## src/rtl/cpu_mem_if.sv

```systemverilog
`default_nettype none
// ============================================================================
// Module  : cpu_mem_if
// Brief   : CPU request/acknowledge memory port with posted-write FIFO,
//           read-after-write ordering, bus timeout and sticky error flag.
// Rev     : 1.0  initial release
// ============================================================================
module cpu_mem_if #(
    parameter int WORD_SIZE  = 16,
    parameter int ADDR_SIZE  = 16,
    parameter int WBUF_DEPTH = 4,
    parameter int TIMEOUT    = 255
) (
    input  logic                        clk,
    input  logic                        reset,
    input  logic                        cpu_req,
    input  logic                        cpu_write,
    input  logic [ADDR_SIZE-1:0]        cpu_addr,
    input  logic [WORD_SIZE-1:0]        cpu_wdata,
    output logic                        cpu_ready,
    output logic [WORD_SIZE-1:0]        cpu_rdata,
    output logic                        cpu_error,
    input  logic                        error_clr,
    output logic [$clog2(WBUF_DEPTH):0] wbuf_level,
    output logic                        mem_req,
    output logic                        mem_we,
    output logic [ADDR_SIZE-1:0]        mem_addr,
    output logic [WORD_SIZE-1:0]        mem_wdata,
    input  logic                        mem_ack,
    input  logic [WORD_SIZE-1:0]        mem_rdata
);
    localparam int c_PTR_W = $clog2(WBUF_DEPTH);
    localparam int c_LVL_W = c_PTR_W + 1;
    localparam int c_TMO_W = (TIMEOUT < 2) ? 1 : $clog2(TIMEOUT + 1);
    localparam bit c_TMO_EN = (TIMEOUT != 0);
    localparam logic [c_TMO_W-1:0] c_TMO_LAST = c_TMO_W'((TIMEOUT == 0) ? 0 : TIMEOUT - 1);

    typedef enum logic [2:0] {
        S_IDLE    = 3'd0,
        S_WR_BUS  = 3'd1,
        S_DRAIN   = 3'd2,
        S_RD_BUS  = 3'd3,
        S_RD_DONE = 3'd4
    } state_t;

    state_t               r_state;
    logic                 r_mem_req;
    logic                 r_mem_we;
    logic [ADDR_SIZE-1:0] r_mem_addr;
    logic [WORD_SIZE-1:0] r_mem_wdata;
    logic [WORD_SIZE-1:0] r_cpu_rdata;
    logic                 r_error;
    logic [c_TMO_W-1:0]   r_tcnt;

    logic [ADDR_SIZE-1:0] r_fifo_addr [0:WBUF_DEPTH-1];
    logic [WORD_SIZE-1:0] r_fifo_data [0:WBUF_DEPTH-1];
    logic [c_PTR_W-1:0]   r_wr_ptr;
    logic [c_PTR_W-1:0]   r_rd_ptr;
    logic [c_LVL_W-1:0]   r_level;

    logic                 w_empty;
    logic                 w_full;
    logic                 w_wr_ok;
    logic                 w_push;
    logic                 w_pop;
    logic                 w_rd_pend;
    logic                 w_timeout;
    logic                 w_done;
    logic [ADDR_SIZE-1:0] w_head_addr;
    logic [WORD_SIZE-1:0] w_head_data;

    assign w_empty     = (r_level == '0);
    assign w_full      = (r_level == c_LVL_W'(WBUF_DEPTH));
    // Writes are refused while a read is being ordered behind the buffer.
    assign w_wr_ok     = cpu_write & ~w_full & ((r_state == S_IDLE) | (r_state == S_WR_BUS));
    assign w_push      = cpu_req & w_wr_ok;
    assign w_rd_pend   = cpu_req & ~cpu_write;
    assign w_timeout   = c_TMO_EN & r_mem_req & ~mem_ack & (r_tcnt == c_TMO_LAST);
    assign w_done      = r_mem_req & (mem_ack | w_timeout);
    assign w_pop       = w_done & ((r_state == S_WR_BUS) | (r_state == S_DRAIN));
    assign w_head_addr = r_fifo_addr[r_rd_ptr];
    assign w_head_data = r_fifo_data[r_rd_ptr];

    assign cpu_ready  = reset & ((r_state == S_RD_DONE) | w_push);
    assign cpu_rdata  = r_cpu_rdata;
    assign cpu_error  = r_error;
    assign wbuf_level = r_level;
    assign mem_req    = r_mem_req;
    assign mem_we     = r_mem_we;
    assign mem_addr   = r_mem_addr;
    assign mem_wdata  = r_mem_wdata;

    always_ff @(posedge clk) begin
        if (w_push) begin
            r_fifo_addr[r_wr_ptr] <= cpu_addr;
            r_fifo_data[r_wr_ptr] <= cpu_wdata;
        end
    end

    always_ff @(posedge clk or negedge reset) begin
        if (!reset) begin
            r_wr_ptr <= '0;
            r_rd_ptr <= '0;
            r_level  <= '0;
        end else begin
            if (w_push) r_wr_ptr <= r_wr_ptr + 1'b1;
            if (w_pop)  r_rd_ptr <= r_rd_ptr + 1'b1;
            case ({w_push, w_pop})
                2'b10:   r_level <= r_level + 1'b1;
                2'b01:   r_level <= r_level - 1'b1;
                default: r_level <= r_level;
            endcase
        end
    end

    always_ff @(posedge clk or negedge reset) begin
        if (!reset) begin
            r_state     <= S_IDLE;
            r_mem_req   <= 1'b0;
            r_mem_we    <= 1'b0;
            r_mem_addr  <= '0;
            r_mem_wdata <= '0;
            r_cpu_rdata <= '0;
            r_error     <= 1'b0;
            r_tcnt      <= '0;
        end else begin
            if (w_timeout)      r_error <= 1'b1;
            else if (error_clr) r_error <= 1'b0;

            if (r_mem_req && !mem_ack) r_tcnt <= r_tcnt + 1'b1;
            else                       r_tcnt <= '0;

            case (r_state)
                S_IDLE: begin
                    if (w_rd_pend && w_empty) begin
                        r_state    <= S_RD_BUS;
                        r_mem_req  <= 1'b1;
                        r_mem_we   <= 1'b0;
                        r_mem_addr <= cpu_addr;
                    end else if (!w_empty) begin
                        r_state     <= w_rd_pend ? S_DRAIN : S_WR_BUS;
                        r_mem_req   <= 1'b1;
                        r_mem_we    <= 1'b1;
                        r_mem_addr  <= w_head_addr;
                        r_mem_wdata <= w_head_data;
                    end
                end
                S_WR_BUS: begin
                    if (w_done) begin
                        r_mem_req <= 1'b0;
                        r_state   <= S_IDLE;
                    end
                end
                // Between drained writes the bus idles one cycle before the next request.
                S_DRAIN: begin
                    if (!r_mem_req) begin
                        r_mem_req   <= 1'b1;
                        r_mem_we    <= 1'b1;
                        r_mem_addr  <= w_head_addr;
                        r_mem_wdata <= w_head_data;
                    end else if (w_done) begin
                        r_mem_req <= 1'b0;
                        if (r_level == c_LVL_W'(1)) r_state <= S_RD_BUS;
                    end
                end
                S_RD_BUS: begin
                    if (!r_mem_req) begin
                        r_mem_req  <= 1'b1;
                        r_mem_we   <= 1'b0;
                        r_mem_addr <= cpu_addr;
                    end else if (w_done) begin
                        r_mem_req   <= 1'b0;
                        r_cpu_rdata <= mem_ack ? mem_rdata : '1;
                        r_state     <= S_RD_DONE;
                    end
                end
                S_RD_DONE: r_state <= S_IDLE;
                default:   r_state <= S_IDLE;
            endcase
        end
    end
endmodule
`default_nettype wire

```

## config.mk

```make
export PLATFORM = sky130hd
export DESIGN_NAME = cpu_mem_if
export DESIGN_NICKNAME = d
export VERILOG_FILES = /design/src/rtl/cpu_mem_if.sv
export SDC_FILE = /design/constraint.sdc
export NUM_CORES = 1
export LEC_CHECK = 0
export CORE_AREA = 2 2 129 131
export DETAILED_ROUTE_END_ITERATION = 16
export DIE_AREA = 0 0 131 133
export GPL_TIMING_DRIVEN = 1
export PLACE_DENSITY = 0.72
export SLEW_MARGIN = 0
export SYNTH_ARGS = -nofsm -noshare
export SYNTH_HDL_FRONTEND = slang
export SYNTH_SLANG_ARGS = --single-unit
```

## constraint.sdc

```tcl
create_clock -name clk -period 3.4 [get_ports clk]
set_clock_uncertainty 0.15 [all_clocks]
set_input_delay 1.02 -clock clk [delete_from_list [all_inputs] [get_ports clk]]
set_output_delay 1.02 -clock clk [all_outputs]
set_load 0.01 [all_outputs]
```

Word level (Yosys, flattened, before mapping)
Memories as Yosys holds them, arrays and structs flattened.
Cells that the tools add are included.
Cells by class
  add/subtract/negate cells: 5
  bitwise operators: 16
  multiplexer cells: 36
  reduce and logical (&&, ||, !) cells: 16
  eq/ne operators: 20
Operators with widths (number)
  16-bit two-way mux: 8
  16-bit case mux with 3 select lines: 1
  16-bit case mux with 2 select lines: 1
  3-bit two-way mux: 8
  2-bit inequality test, second input constant: 9
  1-bit two-way mux: 12
  3-bit case mux with 4 select lines: 1
  1-bit AND: 9
  8-bit by 1-bit adder with 8-bit output, second input constant: 1
  8-bit == test, second input constant: 1
  8-bit two-way mux: 1
  4-bit AND reduction: 2
  7-bit AND reduction: 1
  3-bit by 1-bit == test with 1-bit output, second input constant: 2
  3-bit by 2-bit == test with 1-bit output, second input constant: 2
  3-bit == test, second input constant: 2
  3-bit zero test: 2
  1-bit case mux with 3 select lines: 2
  3-bit case mux with 2 select lines: 1
  3-bit AND reduction: 2
  2-bit nonzero test: 3
  3-bit nonzero test: 2
  2-bit by 1-bit adder with 2-bit output, second input constant: 2
  1-bit OR: 4
  other kinds (11): 14
Storage, ports and cells
  logic and storage cells: 106
  register bits after elaboration: 69
  memory bits (writable): 128
  memories: 2
Memory list
  r_fifo_addr: words 4, bits a word 16, rd ports 1, clocked after memory_dff 0, wr ports 1, line 55  | logic [ADDR_SIZE-1:0] r_fifo_addr [0:WBUF_DEPTH-1];
  r_fifo_data: words 4, bits a word 16, rd ports 1, clocked after memory_dff 0, wr ports 1, line 56  | logic [WORD_SIZE-1:0] r_fifo_data [0:WBUF_DEPTH-1];

Depth between registers and ports, before layout
Gate-level depths: netlist of run 1.
  depth after elaboration: 8
  mapped depth: 10

Worst setup path after synthesis of run 1
OpenSTA, ideal clock, no wires.
  path kind: input-to-output
  from: input port cpu_write
  to: output port cpu_ready
  data arrival time: 1.828 ns
  slack: 0.402 ns
  stages on the path: 4
  cell sequence: nand2_1 a2111oi_4 a21oi_1 nor2b_1
Between the ends
  longest elaborated chain between the ends: 5
RTL lines
  from (decl): line 17  | input logic cpu_write,
  1-bit AND (2 in a row): line 75  | assign w_wr_ok = cpu_write & ~w_full & ((r_state == S_IDLE) | (r_state == S_WR_BUS));
  1-bit AND: line 76  | assign w_push = cpu_req & w_wr_ok;
  1-bit OR: line 84  | assign cpu_ready = reset & ((r_state == S_RD_DONE) | w_push);
  1-bit AND: line 84
  to (decl): line 20  | output logic cpu_ready,
No other way between the ends.

Worst setup path in the final report of run 1
  from: input port cpu_req
  to: output port cpu_ready
Between the ends
  longest elaborated chain between the ends: 3
RTL lines
  from (decl): line 16  | input logic cpu_req,
  1-bit AND: line 76
  1-bit OR: line 84
  1-bit AND: line 84
No other way between the ends.

==> flow_summary_export.csv, run 1 <==
group,metric,value,unit
cells_and_area,finish.cell_count_without_fillers,805,
cts,cts_buffers,17,
cells_and_area,layout-area-overhead-vs-synth,24.4,%
cells_and_area,layout-drive-gt1-share,17.3,%
power,total_power,0.00805,W
logic_synthesis,synth_seq_cells,197,
floorplanning,core,16200,um2
logic_synthesis,average_cell_area_after_synthesis,17.5,um2
floorplanning,die_h,133,um
critical_path,critical_path.max_stage_delay,0.49,ns
routing,drc,0,
critical_path,critical_path_peak_fanout,2,
sta,setup_viol,0,
global_routing,grt_first_pass_wirelength,24300,um
routing,final_antenna_net_count,0,
cts,worst_skew_pair.late_latency,0.42,ns
floorplanning,initial_core_util,49.0,%
sta,final_critical_delay_including_setup_and_external_delays,3.30,ns
global_routing,first_global_vias,4530,
sta,fin_crit_sh,96.9,%
cells_and_area,mostFrequentLayoutCell,"edfxtp_1",
cells_and_area,finish.utilization,61.0,%
sta,hold_violations,0,
critical_path,crit_path_cell_trace,"clkdlybuf4s50_1 > nand2_2 > a2111oi_4 > a21oi_1 > nor2b_1 > buf_2",
cells_and_area,fillCellCount,1176,
power,p_per_area,817,nW/um2
cells_and_area,register_area,5570,um2
cells_and_area,multi_input_comb_area,2170,um2
placement,place_inst,773,
critical_path,required,2.23,ns
power,p_leak,3.55,nW
routing,initialDrtViolationCount,332,
cts,clock-sinks,197,
critical_path,rr_worst_depth,7,
cts,holdBufCountCts,0,
logic_synthesis,number_of_enable_flip_flop_cells_after_synthesis,128,
cells_and_area,n_antenna_cell,0,
worst_hold_path,hold_path_class,"flip-flop to flip-flop",
global_routing,gr-usage-all-layers,18.5,%
placement,gp_routability_congestion,0.740,
sta,worst_slew_margin_rel,37.3,%
routing,drt_wl_total,15400,um
status,status,"finished, final reports clean",
routing,avgViaCountPerCell,5.44,
routing,routed-via-count,4380,
power,power.ir.vdd_worst,0.401,mV
logic_synthesis,asyncSetResetFlopFracSynth,35.0,%
cells_and_area,final_cell_mix,"edfxtp_1, clkdlybuf4s50_1, dfrtp_1",
cts,clock_path_buffers,2,
cts,clk_transition_reported_paths,0.06,ns
critical_path,critical_path.endpoint_type,"primary output",
floorplanning,io_pins,109,
logic_synthesis,yosysWarningCount,0,
critical_path,cpMaxStageDelayCell,"clkdlybuf4s50_1",
sta,highest_achievable_clock_rate,303,MHz
cts,cts_post_setup_buffers_inserted,0,
critical_path,critical_path_arrival,2.13,ns
cts,cts_tree,"built",
sta,unrepaired_setup_endpoints_after_global_routing,"no",
logic_synthesis,synth_instances,452,
sta,drv_slew,0,
cts,cts.htree.levels,4,
global_routing,initial_antenna_violation_count,0,
run,drv_cap,0,
cells_and_area,nNetsFinal,637,
worst_hold_path,worst_hold_path.num_cells,1,
placement,detailed_place_hpwl,9570,um
floorplanning,core.rowCount,47,
critical_path,critPathLaunchType,"primary input",
global_routing,globalRouteOverflowTotal,0,
sta,max_slew.worst_pin.slew,0.941,ns
cts,ctsRootBufferMaster,"clkbuf_16",
cells_and_area,cell_area_after_layout,9860,um2
placement,place.port_buffers,108,
floorplanning,die_width,131,um
logic_synthesis,synth.distinct_cells,48,
sta,tns,0,ns
floorplanning,die_area,17400,um2
routing,post_drt_wl_per_cell,19.1,um
global_routing,grt_start_max_net_pins,70,
critical_path,type_of_the_worst_setup_path,"primary input to primary output",
routing,drt-pass1-iter-count,7,
logic_synthesis,synth_fp_nets,517,
logic_synthesis,synth_sequential_area_ratio,70.3,%
placement,placement.cell_area,9330,um2
logic_synthesis,synth.cell_area,7930,um2
logic_synthesis,dominantRegCellSynth,"edfxtp_1",
worst max-delay path: cells and delay by family:
| family | cells | cell delay [ns] |
|---|---|---|
| buffers and inverters | 2 | 0.62 |
| AOI/OAI and AO/OA | 2 | 0.30 |
| and+or+nand+nor | 2 | 0.18 |
what timing repair did:
action | 4_1_cts | 5_1_grt
setup endpoints to repair | 1 | 1
cloned | 0 | 0
gates resized for setup | 6 | 0
endpoints found under the hold margin | 0 | 0
pin swaps | 1 | 1
through the flow:
stage / hold WS, ns / worst slack [ns]
3_3_place_gp: 0.337 / -0.425
5_1_grt: 0.379 / 0.0405
4_1_cts: 0.359 / 0.0249
3_5_place_dp: 0.344 / -0.453
2_1_floorplan: 0.325 / 0.402
6_report: 0.356 / 0.104
cell families after synthesis:
family          synth area share [%]
fa+ha+maj                       1.74
compound gates                  6.09
mux                             12.2
xor+xnor                        1.44
buf+inv                         2.57
flops                           70.3
simple gates                    5.65
sequential cells by signal, summed over array words and instances, names as in the netlist, 2 cells and up:
name	count
cpu_rdata	16
r_rd_ptr	2
wbuf_level	3
mem_wdata	16
r_tcnt	8
r_state	3
r_fifo_data	64
r_fifo_addr	64
mem_addr	16
r_wr_ptr	2
worst paths after layout:
| kind | start | endpoint | slack [ns] |
|---|---|---|---|
| hold / removal | mem_wdata[8] | mem_wdata[8] | 0.36 |
| min in group asynchronous | reset | cpu_rdata[1] | 0.69 |
| setup reg to reg | r_tcnt[0] | cpu_rdata[3] | 0.99 |
| hold reg to reg | mem_wdata[8] | mem_wdata[8] | 0.36 |
| max in group asynchronous | reset | r_rd_ptr[1] | 1.75 |
| setup / recovery | cpu_req | cpu_ready | 0.10 |
cell type report:
type / instances / area share (%)
clock inverters: 9 / 0.711
flip-flops and latches: 197 / 56.5
multi-input cells: 220 / 22.0
well taps: 220 / 2.79
inverters: 11 / 0.419
clock buffers: 23 / 4.75
repair buffers: 125 / 12.8
power by group:
part | switching (W) | leakage, nW | internal [W]
clock | 0.000842 | 0.264 | 0.000984
sequential | 0.000464 | 1.99 | 0.00305
combinational | 0.00115 | 1.29 | 0.00156
total | 0.00245 | 3.55 | 0.00560
cell usage after synthesis (10+ instances only):
library cell / n / area share, %
mux4_2: 22 / 6.3
mux4_1: 10 / 3.3
edfxtp_1: 128 / 48
inv_1: 11 / 0.52
dfrtp_1: 69 / 22
nor2_1: 13 / 0.62
a221o_1: 15 / 1.9
nor2b_1: 32 / 2.5
buf_2: 10 / 0.63
o21ai_0: 28 / 1.8
ha_1: 11 / 1.7
mux2_2: 18 / 2.6
routing by layer:
layer / global-route usage [%] / vias to the layer above / part of all wire (%)
li1: - / 1971 / -
met4: 4.20 / 0 / 0.72
met1: 25.7 / 2252 / 44
met5: 0 / - / 0
met3: 4.45 / 10 / 6.4
met2: 30.0 / 147 / 49
Power figures use the tool's default switching activity.
==> run 2, diff against run 1 <==
--- a/config.mk
+++ b/config.mk
@@ -10,7 +10,6 @@
 export DIE_AREA = 0 0 131 133
 export GPL_TIMING_DRIVEN = 1
 export PLACE_DENSITY = 0.72
-export SLEW_MARGIN = 0
 export SYNTH_ARGS = -nofsm -noshare
 export SYNTH_HDL_FRONTEND = slang
 export SYNTH_SLANG_ARGS = --single-unit
==> constraint.sdc (replaced) <==
create_clock -name clk -period 3.54 [get_ports clk]
set_clock_uncertainty 0.15 [all_clocks]
set_input_delay 1.062 -clock clk [delete_from_list [all_inputs] [get_ports clk]]
set_output_delay 1.062 -clock clk [all_outputs]
set_load 0.01 [all_outputs]
==> run 2 against run 1 <==
Effect of this change:
- critical path type is now flip-flop to primary output
- sequential share of layout area rose by 0.10 points
- global-route usage rose by 0.43 points
- die area did not move
- critical path depth did not move
- design area fell by 0.18%
- combinational power fell by 4%
- register-to-register slack improved by 0.03 ns
==> flow_summary_export.csv, run 2 (same netlist as run 1, synthesis figures left out) <==
group,metric,value,unit
cells_and_area,cell_area_after_layout,9840,um2
sta,final_critical_delay_including_setup_and_external_delays,3.18,ns
sta,unrepaired_setup_endpoints_after_global_routing,"no",
routing,detailroute.wirelength.met3,882,um
routing,met2_length,7700,um
floorplanning,io_pins,109,
floorplanning,initial_core_util,49.0,%
cells_and_area,final_cell_mix,"edfxtp_1, clkdlybuf4s50_1, dfrtp_1",
global_routing,gr-usage-all-layers,19.0,%
global_routing,grt_start_max_net_pins,70,
critical_path,critical_path_peak_fanout,5,
floorplanning,die_area,17400,um2
power,p_leak,3.56,nW
global_routing,globalRouteOverflowTotal,0,
worst_hold_path,hold_end,"mem_we",
floorplanning,core.rowCount,47,
sta,setup_viol,0,
critical_path,r2r_slack,1.02,ns
worst_hold_path,hold_path_class,"flip-flop to flip-flop",
placement,preCtsSetupSlack,-0.451,ns
routing,highest_layer,"met4",
cells_and_area,mostFrequentLayoutCell,"edfxtp_1",
cells_and_area,layout-area-overhead-vs-synth,24.1,%
critical_path,r2r_end,"r_fifo_data[0][7]",
cts,ctsRootBufferMaster,"clkbuf_16",
global_routing,grt_first_pass_wirelength,24500,um
routing,drc,0,
routing,drt_wl_total,15500,um
cts,worst_skew_pair.late_latency,0.42,ns
cts,cts_tree,"built",
routing,wl_met1,6840,um
routing,initialDrtViolationCount,262,
sta,fin_crit_sh,89.9,%
cells_and_area,n_antenna_cell,0,
critical_path,rr_worst_depth,7,
sta,hold_violations,0,
floorplanning,die_width,131,um
routing,final_antenna_net_count,0,
critical_path,critical_path.reg2reg.startpoint,"wbuf_level[0]",
cells_and_area,nNetsFinal,636,
sta,drv_slew,0,
sta,worst_slew_margin_rel,34.6,%
worst_hold_path,worst_hold_path.num_cells,1,
critical_path,required,2.33,ns
critical_path,type_of_the_worst_setup_path,"flip-flop to primary output",
routing,routed-via-count,4342,
floorplanning,die_h,133,um
sta,highest_achievable_clock_rate,314,MHz
cts,clk_transition_reported_paths,0.07,ns
routing,post_drt_wl_per_cell,19.3,um
placement,place.port_buffers,108,
critical_path,critical_path_arrival,1.97,ns
cts,cts.htree.levels,4,
sta,worst_slack,0.358,ns
global_routing,first_global_vias,4522,
status,status,"finished, final reports clean",
critical_path,critPathLaunchType,"flip-flop",
power,p_per_area,791,nW/um2
cts,cts_buffers,17,
cells_and_area,largest_registers,"r_fifo_addr: 64 flops, r_fifo_data: 64 flops",
run,drv_cap,0,
sta,max_slew.worst_pin.slew,0.981,ns
floorplanning,core,16200,um2
placement,placement.cell_area,9270,um2
cts,clock-sinks,197,
cts,holdBufCountCts,0,
worst_hold_path,worst_hold_start,"mem_we",
routing,drt-pass1-iter-count,4,
critical_path,critical_path.endpoint_type,"primary output",
placement,gp_routability_congestion,0.754,
power,power.ir.vdd_worst,0.411,mV
cells_and_area,layout-drive-gt1-share,17.6,%
global_routing,initial_antenna_violation_count,0,
placement,detailed_place_hpwl,9390,um
cts,clock_path_buffers,2,
routing,avgViaCountPerCell,5.40,
run 2: cell types whose count changed in the layout (fill, tap and decap cells not counted), sizes merged:
cell and delta:
clkinvlp +1, dlygate4sd2 -1, inv +2, clkdlybuf4s50 -1, dlymetal6s2s +2, clkinv -3
buf -1
run 2: power breakdown:
group	internal, W	switching (W)
logic	0.00149	0.00110
registers	0.00293	0.000456
clock network	0.000987	0.000819
run 2: worst max-delay path, stage by stage (launching register included):
cell       delay [ns]
dfrtp_1          0.43
inv_1            0.10
ha_1             0.30
a2111oi_4        0.41
a21oi_2          0.06
nor2b_1          0.12
buf_2            0.13
run 2: timing repair:
| action | CTS | global route |
|---|---|---|
| buffers inserted | 1 | 0 |
| pin swaps | 1 | 1 |
| gates cloned | 0 | 0 |
| resized for setup | 4 | 4 |
| setup endpoints to repair | 1 | 1 |
run 2: layout make-up:
type	count	area, um2
Sequential cell	197	5570
Inverter	11	41.3
Fill cell	1174	6330
Clock buffer	23	489
Tap cell	220	275
Multi-Input combinational cell	220	2170
Clock inverter	9	66.3
Timing Repair Buffer	124	1220
run 2: how the worst max path moves through the flow:
stage | from | to | slack (ns) | depth (start not counted)
2_1_floorplan | cpu_write | cpu_ready | 0.46 | 4
4_1_cts | cpu_req | cpu_ready | 0.01 | 6
3_5_place_dp | cpu_req | cpu_ready | -0.45 | 6
3_3_place_gp | cpu_req | cpu_ready | -0.38 | 6
5_1_grt | wbuf_level[0] | cpu_ready | 0.19 | 6
6_report | wbuf_level[0] | cpu_ready | 0.36 | 6
run 2: through the flow:
step | setup TNS [ns] | hold WS (ns) | util, % | power, W | instances
after floorplan | 0 | 0.325 | - | 0.00494 | 452
after global routing | 0 | 0.368 | 60.9 | 0.00822 | 804
after detailed placement | -0.451 | 0.344 | 57.3 | 0.00605 | 771
after global placement | -0.384 | 0.335 | 57.3 | 0.00596 | 771
after CTS | 0 | 0.358 | 60.8 | 0.00788 | 804
final | 0 | 0.349 | 60.9 | 0.00778 | 804
run 2: layer usage:
metal / GRT usage [%] / vias up
met4: 4.61 / 0
met5: 0 / -
met3: 5.70 / 8
li1: - / 1972
met2: 30.3 / 123
met1: 25.8 / 2239
